==> src/rtl/pipelined_adder.sv <==
// Pipelined add/subtract with a carry chain split into STAGES registered slices on a valid/ready stream.
// Define PIPELINED_ADDER_SAT_EN to clamp the signed result on overflow in the final stage.
module pipelined_adder #(
  parameter int WIDTH  = 16,
  parameter int STAGES = 4
) (
  input  logic             clk,
  input  logic             rst_n,
  input  logic             in_valid,
  output logic             in_ready,
  input  logic [WIDTH-1:0] a,
  input  logic [WIDTH-1:0] b,
  input  logic             cin,
  input  logic             sub,
  output logic             out_valid,
  input  logic             out_ready,
  output logic [WIDTH-1:0] sum,
  output logic             cout,
  output logic             ovf
);

  localparam int SW = WIDTH / STAGES;

  logic             adv;
  logic [WIDTH-1:0] be_in;
  logic [STAGES-1:0] vld;

  // Inter-stage registers; entry STAGES-1 is unused because the last stage lands in the output registers.
  logic [WIDTH-1:0] aq   [STAGES];
  logic [WIDTH-1:0] beq  [STAGES];
  logic [WIDTH-1:0] accq [STAGES];
  logic             cq   [STAGES];

  logic [WIDTH-1:0] src_a   [STAGES];
  logic [WIDTH-1:0] src_be  [STAGES];
  logic [WIDTH-1:0] src_acc [STAGES];
  logic             src_c   [STAGES];
  logic             src_v   [STAGES];
  logic [WIDTH-1:0] nxt_acc [STAGES];
  logic             nxt_c   [STAGES];
  logic [SW:0]      slc     [STAGES];

  logic [WIDTH-1:0] raw_sum;
  logic [WIDTH-1:0] fin_sum;
  logic             fin_ovf;
  logic             fin_a_msb;
  logic             fin_be_msb;

  logic [WIDTH-1:0] sum_q;
  logic             cout_q;
  logic             ovf_q;

  assign out_valid = vld[STAGES-1];
  assign adv       = !out_valid || out_ready;
  assign in_ready  = adv;
  assign be_in     = sub ? ~b : b;

  always_comb begin
    src_a[0]   = a;
    src_be[0]  = be_in;
    src_acc[0] = '0;
    src_c[0]   = cin;
    src_v[0]   = in_valid && adv;
    for (int k = 1; k < STAGES; k++) begin
      src_a[k]   = aq[k-1];
      src_be[k]  = beq[k-1];
      src_acc[k] = accq[k-1];
      src_c[k]   = cq[k-1];
      src_v[k]   = vld[k-1];
    end
  end

  // Each stage resolves its own slice and splices it into the lower result slices it inherited.
  always_comb begin
    for (int k = 0; k < STAGES; k++) begin
      slc[k] = {1'b0, src_a[k][k*SW +: SW]} + {1'b0, src_be[k][k*SW +: SW]}
             + {{SW{1'b0}}, src_c[k]};
      nxt_acc[k] = src_acc[k];
      nxt_acc[k][k*SW +: SW] = slc[k][SW-1:0];
      nxt_c[k] = slc[k][SW];
    end
  end

  always_comb begin
    raw_sum    = nxt_acc[STAGES-1];
    fin_a_msb  = src_a[STAGES-1][WIDTH-1];
    fin_be_msb = src_be[STAGES-1][WIDTH-1];
    fin_ovf    = (fin_a_msb == fin_be_msb) && (raw_sum[WIDTH-1] != fin_a_msb);
`ifdef PIPELINED_ADDER_SAT_EN
    if (fin_ovf)
      fin_sum = fin_a_msb ? {1'b1, {(WIDTH-1){1'b0}}} : {1'b0, {(WIDTH-1){1'b1}}};
    else
      fin_sum = raw_sum;
`else
    fin_sum = raw_sum;
`endif
  end

  // Data only loads with a valid beat so the outputs keep the last result across bubbles.
  always_ff @(posedge clk or negedge rst_n) begin
    if (!rst_n) begin
      vld    <= '0;
      sum_q  <= '0;
      cout_q <= 1'b0;
      ovf_q  <= 1'b0;
      for (int k = 0; k < STAGES; k++) begin
        aq[k]   <= '0;
        beq[k]  <= '0;
        accq[k] <= '0;
        cq[k]   <= 1'b0;
      end
    end else if (adv) begin
      for (int k = 0; k < STAGES; k++)
        vld[k] <= src_v[k];
      for (int k = 0; k < STAGES - 1; k++) begin
        if (src_v[k]) begin
          aq[k]   <= src_a[k];
          beq[k]  <= src_be[k];
          accq[k] <= nxt_acc[k];
          cq[k]   <= nxt_c[k];
        end
      end
      if (src_v[STAGES-1]) begin
        sum_q  <= fin_sum;
        cout_q <= nxt_c[STAGES-1];
        ovf_q  <= fin_ovf;
      end
    end
  end

  assign sum  = sum_q;
  assign cout = cout_q;
  assign ovf  = ovf_q;

endmodule

==> config.mk <==
export PLATFORM = sky130hd
export DESIGN_NAME = pipelined_adder
export DESIGN_NICKNAME = d
export VERILOG_FILES = /design/src/rtl/pipelined_adder.sv
export SDC_FILE = /design/constraint.sdc
export NUM_CORES = 1
export LEC_CHECK = 0
export ABC_AREA = 1
export CORE_MARGIN = 10
export CORE_UTILIZATION = 50
export CTS_BUF_LIST = sky130_fd_sc_hd__clkbuf_8 sky130_fd_sc_hd__clkbuf_16
export DETAILED_ROUTE_END_ITERATION = 7
export GPL_TIMING_DRIVEN = 0
export PLACE_DENSITY_LB_ADDON = 0.15
export SYNTH_ARGS = -nofsm -noshare
export SYNTH_HDL_FRONTEND = slang
export SYNTH_SLANG_ARGS = --single-unit
==> constraint.sdc <==
create_clock -name clk -period 1.63 [get_ports clk]
set_input_delay 0.326 -clock clk [delete_from_list [all_inputs] [get_ports clk]]
set_output_delay 0.326 -clock clk [all_outputs]
set_load 0.005 [all_outputs]
==> results.py <==
metrics = {
    "sta": {
        "slew_violations": 0,
        "fin_skew_ps": 10.3,
        "holdWs_ps": 283,
        "slew_headroom_pct": 58.4,
        "fmax_ghz": 0.618,
        "worst_pin_slew_ps": 624,
        "setup_tns_ps": 0,
        "layout_min_cycle_time_ps": 1620,
        "setup_slack_ps": 12.5,
        "hold_viol_final": 0,
        "rsz0062_at_grt": "true",
        "fin_crit_sh_pct": 99.2,
        "setup_violations": 0,
    },
    "final_layout": {
        "fin_area_um2": 5390,
        "nets": 599,
        "layout.cells.non_filler": 654,
        "n_antenna_cell": 0,
        "post-route-util_pct": 62.4,
        "post_route_cells_drive_above_1_share_pct": 10.1,
        "area_growth_pct": 22.6,
    },
    "critical_path": {
        "cp-end-kind": "register",
        "cp-start-kind": "register",
        "arrival_ps": 1850,
        "timing_worst_setup_path_type": "register to register",
        "cp_max_fo": 2,
        "cp_data_required_time_ps": 1870,
    },
    "synthesis": {
        "ys_seq_area_share_pct": 55.3,
        "synthesis.area_um2": 4390,
        "ys_warn_count": 0,
        "synth_area_per_cell_um2": 9.37,
        "ys_types": 22,
        "yosysTopAreaCell": "dfrtp_1",
        "synthTopCellsByArea": "dfrtp_1 55%, nand2_1 16%, o21ai_0 4.3%",
        "syn_nets": 527,
        "synthCells": 469,
        "ys_ff_latch": 97,
        "yosys.area.top_type_share_pct": 55.3,
    },
    "detailed_routing": {
        "ant_nets": 0,
        "drt_iter0_drc": 171,
        "wl_um": 8400,
        "dr.pass1.iters": 4,
        "vias_per_cell": 4.74,
        "drc": 0,
        "wl_per_cell_um": 12.8,
        "via_count": 3102,
    },
    "min_path": {
        "worstHoldPathType": "input pin to register",
    },
    "die": {
        "dieArea_um2": 12900,
        "ioPinCount": 58,
        "core_um2": 8640,
        "initial_core_util_pct": 50.9,
        "die_h_um": 114,
        "num_rows": 34,
        "die_x_um": 114,
    },
    "place": {
        "portBuffers": 56,
        "place_congestion": 0.801,
        "dp_hpwl_um": 6480,
        "post-place-cells": 634,
        "dp_slack_ps": -463,
        "dpl_cell_area_um2": 5170,
    },
    "grt": {
        "grt_pass1_wl_um": 15100,
        "grt.total_usage_pct": 14.1,
        "grt_antenna_before_repair": 0,
        "gr-total-overflow": 0,
        "grt_pass1_vias": 3285,
        "grt_max_degree": 51,
    },
    "cts": {
        "clkSlewWorstSetupHoldPaths_ps": 90,
        "root_buffer": "clkbuf_8",
        "clock_latency_ps": 360,
        "htreeDepth": 3,
        "clockBufferDepth": 2,
        "numCtsBuffers": 9,
        "cts.sinks": 97,
        "cts_tree": "done",
    },
    "power_and_ir_drop": {
        "p_total_mw": 8.73,
        "total_leakage_power_nw": 2.67,
        "peakVddDrop_mv": 0.529,
        "powerDensity_nw_per_um2": 1620,
    },
    "flow_run": {
        "cap_violations": 0,
    },
    "status": {
        "status": "finished, final reports clean",
    },
}
-- layer usage --
layer  up-vias  GRT usage, %  routed length [µm]
met2        63          22.7                3910
met3        11          4.30                 451
met1      1415          17.5                3910
met5         -             0                   0
li1       1613             -                   -
met4         0          5.16                 131
-- sequential cells by signal, summed over array words and instances (netlist names) --
name  cells
ovf       1
accq     24
cq        3
cout      1
vld       4
beq      24
sum      16
aq       24
-- report_power, final --
group	internal (mW)	switching [mW]
clock	0.586	0.802
sequential	3.36	0.511
combinational	1.59	1.89
total	5.53	3.20
-- cells in the final DEF (no fill, tap or decap), drive strengths merged --
cell,n
dlygate4sd3,1
xor2,4
clkdlybuf4s50,52
o21ai,53
clkinv,2
nand2,193
clkbuf,11
dlygate4sd2,3
inv,38
nand3,17
a21oi,8
fa,8
xnor2,16
dfrtp,97
nor2,6
clkinvlp,2
ha,12
nand3b,1
buf,22
-- final timing paths --
kind | startpoint | endpoint | slack, ps | cells after the start
max | aq[52]$_DFFE_PN0P_ | accq[38]$_DFFE_PN0P_ | 10 | 5
min | sub | beq[52]$_DFFE_PN0P_ | 280 | 3
max reg2reg | aq[52]$_DFFE_PN0P_ | accq[38]$_DFFE_PN0P_ | 10 | 5
min reg2reg | sum[6]$_DFFE_PN0P_ | sum[6]$_DFFE_PN0P_ | 480 | 2
max in group asynchronous | rst_n | aq[41]$_DFFE_PN0P_ | 470 | 3
min in group asynchronous | rst_n | sum[1]$_DFFE_PN0P_ | 520 | 2
-- Yosys cell counts --
library cell  count
a21oi_1           8
buf_2             6
buf_4             7
buf_6             4
clkbuf_1          1
dfrtp_1          97
fa_1              8
ha_1             12
inv_1            33
inv_2             1
inv_4             2
nand2_1         192
nand2_4           1
nand3_1          17
nand3b_1          1
nor2_1            2
nor2_4            1
nor2_8            3
o21ai_0          38
o21ai_1          15
xnor2_1          16
xor2_1            4
-- critical path, stage by stage (launching register included) --
cell and delay [ps]:
dfrtp_1 420, fa_2 430, fa_2 360, xor2_1 170
nand2_1 60, o21ai_1 60
-- cell type report --
class,instances,area (µm²)
Multi-Input combinational cell,318,1740
Fill cell,752,3250
Clock inverter,6,36.3
Timing Repair Buffer,61,614
Sequential cell,97,2430
Buffer,18,156
Inverter,36,140
Clock buffer,10,138
Tap cell,108,135
-- what timing repair did --
| item | 4_1_cts | 5_1_grt |
|---|---|---|
| setup endpoints to repair | 8 | 3 |
| hold buffers | 1 | 0 |
| pin swaps | 1 | 0 |
| hold endpoints to repair | 43 | 0 |
| gates resized for setup | 8 | 2 |
| setup buffers | 2 | 1 |
-- cells by family (layout without fill, tap and decap cells) --
logic type               Yosys count  in the layout  synth area share, %
adder cells (fa/ha/maj)           20             20                 7.06
AND/OR/NAND/NOR                  217            217                 20.6
AO/OA/AOI/OAI                     61             61                 6.95
XOR/XNOR                          20             20                 3.99
flip-flops                        97             97                 55.3
buffers and inverters             54            131                 6.18
No activity file was read; power rests on OpenSTA's default activity.
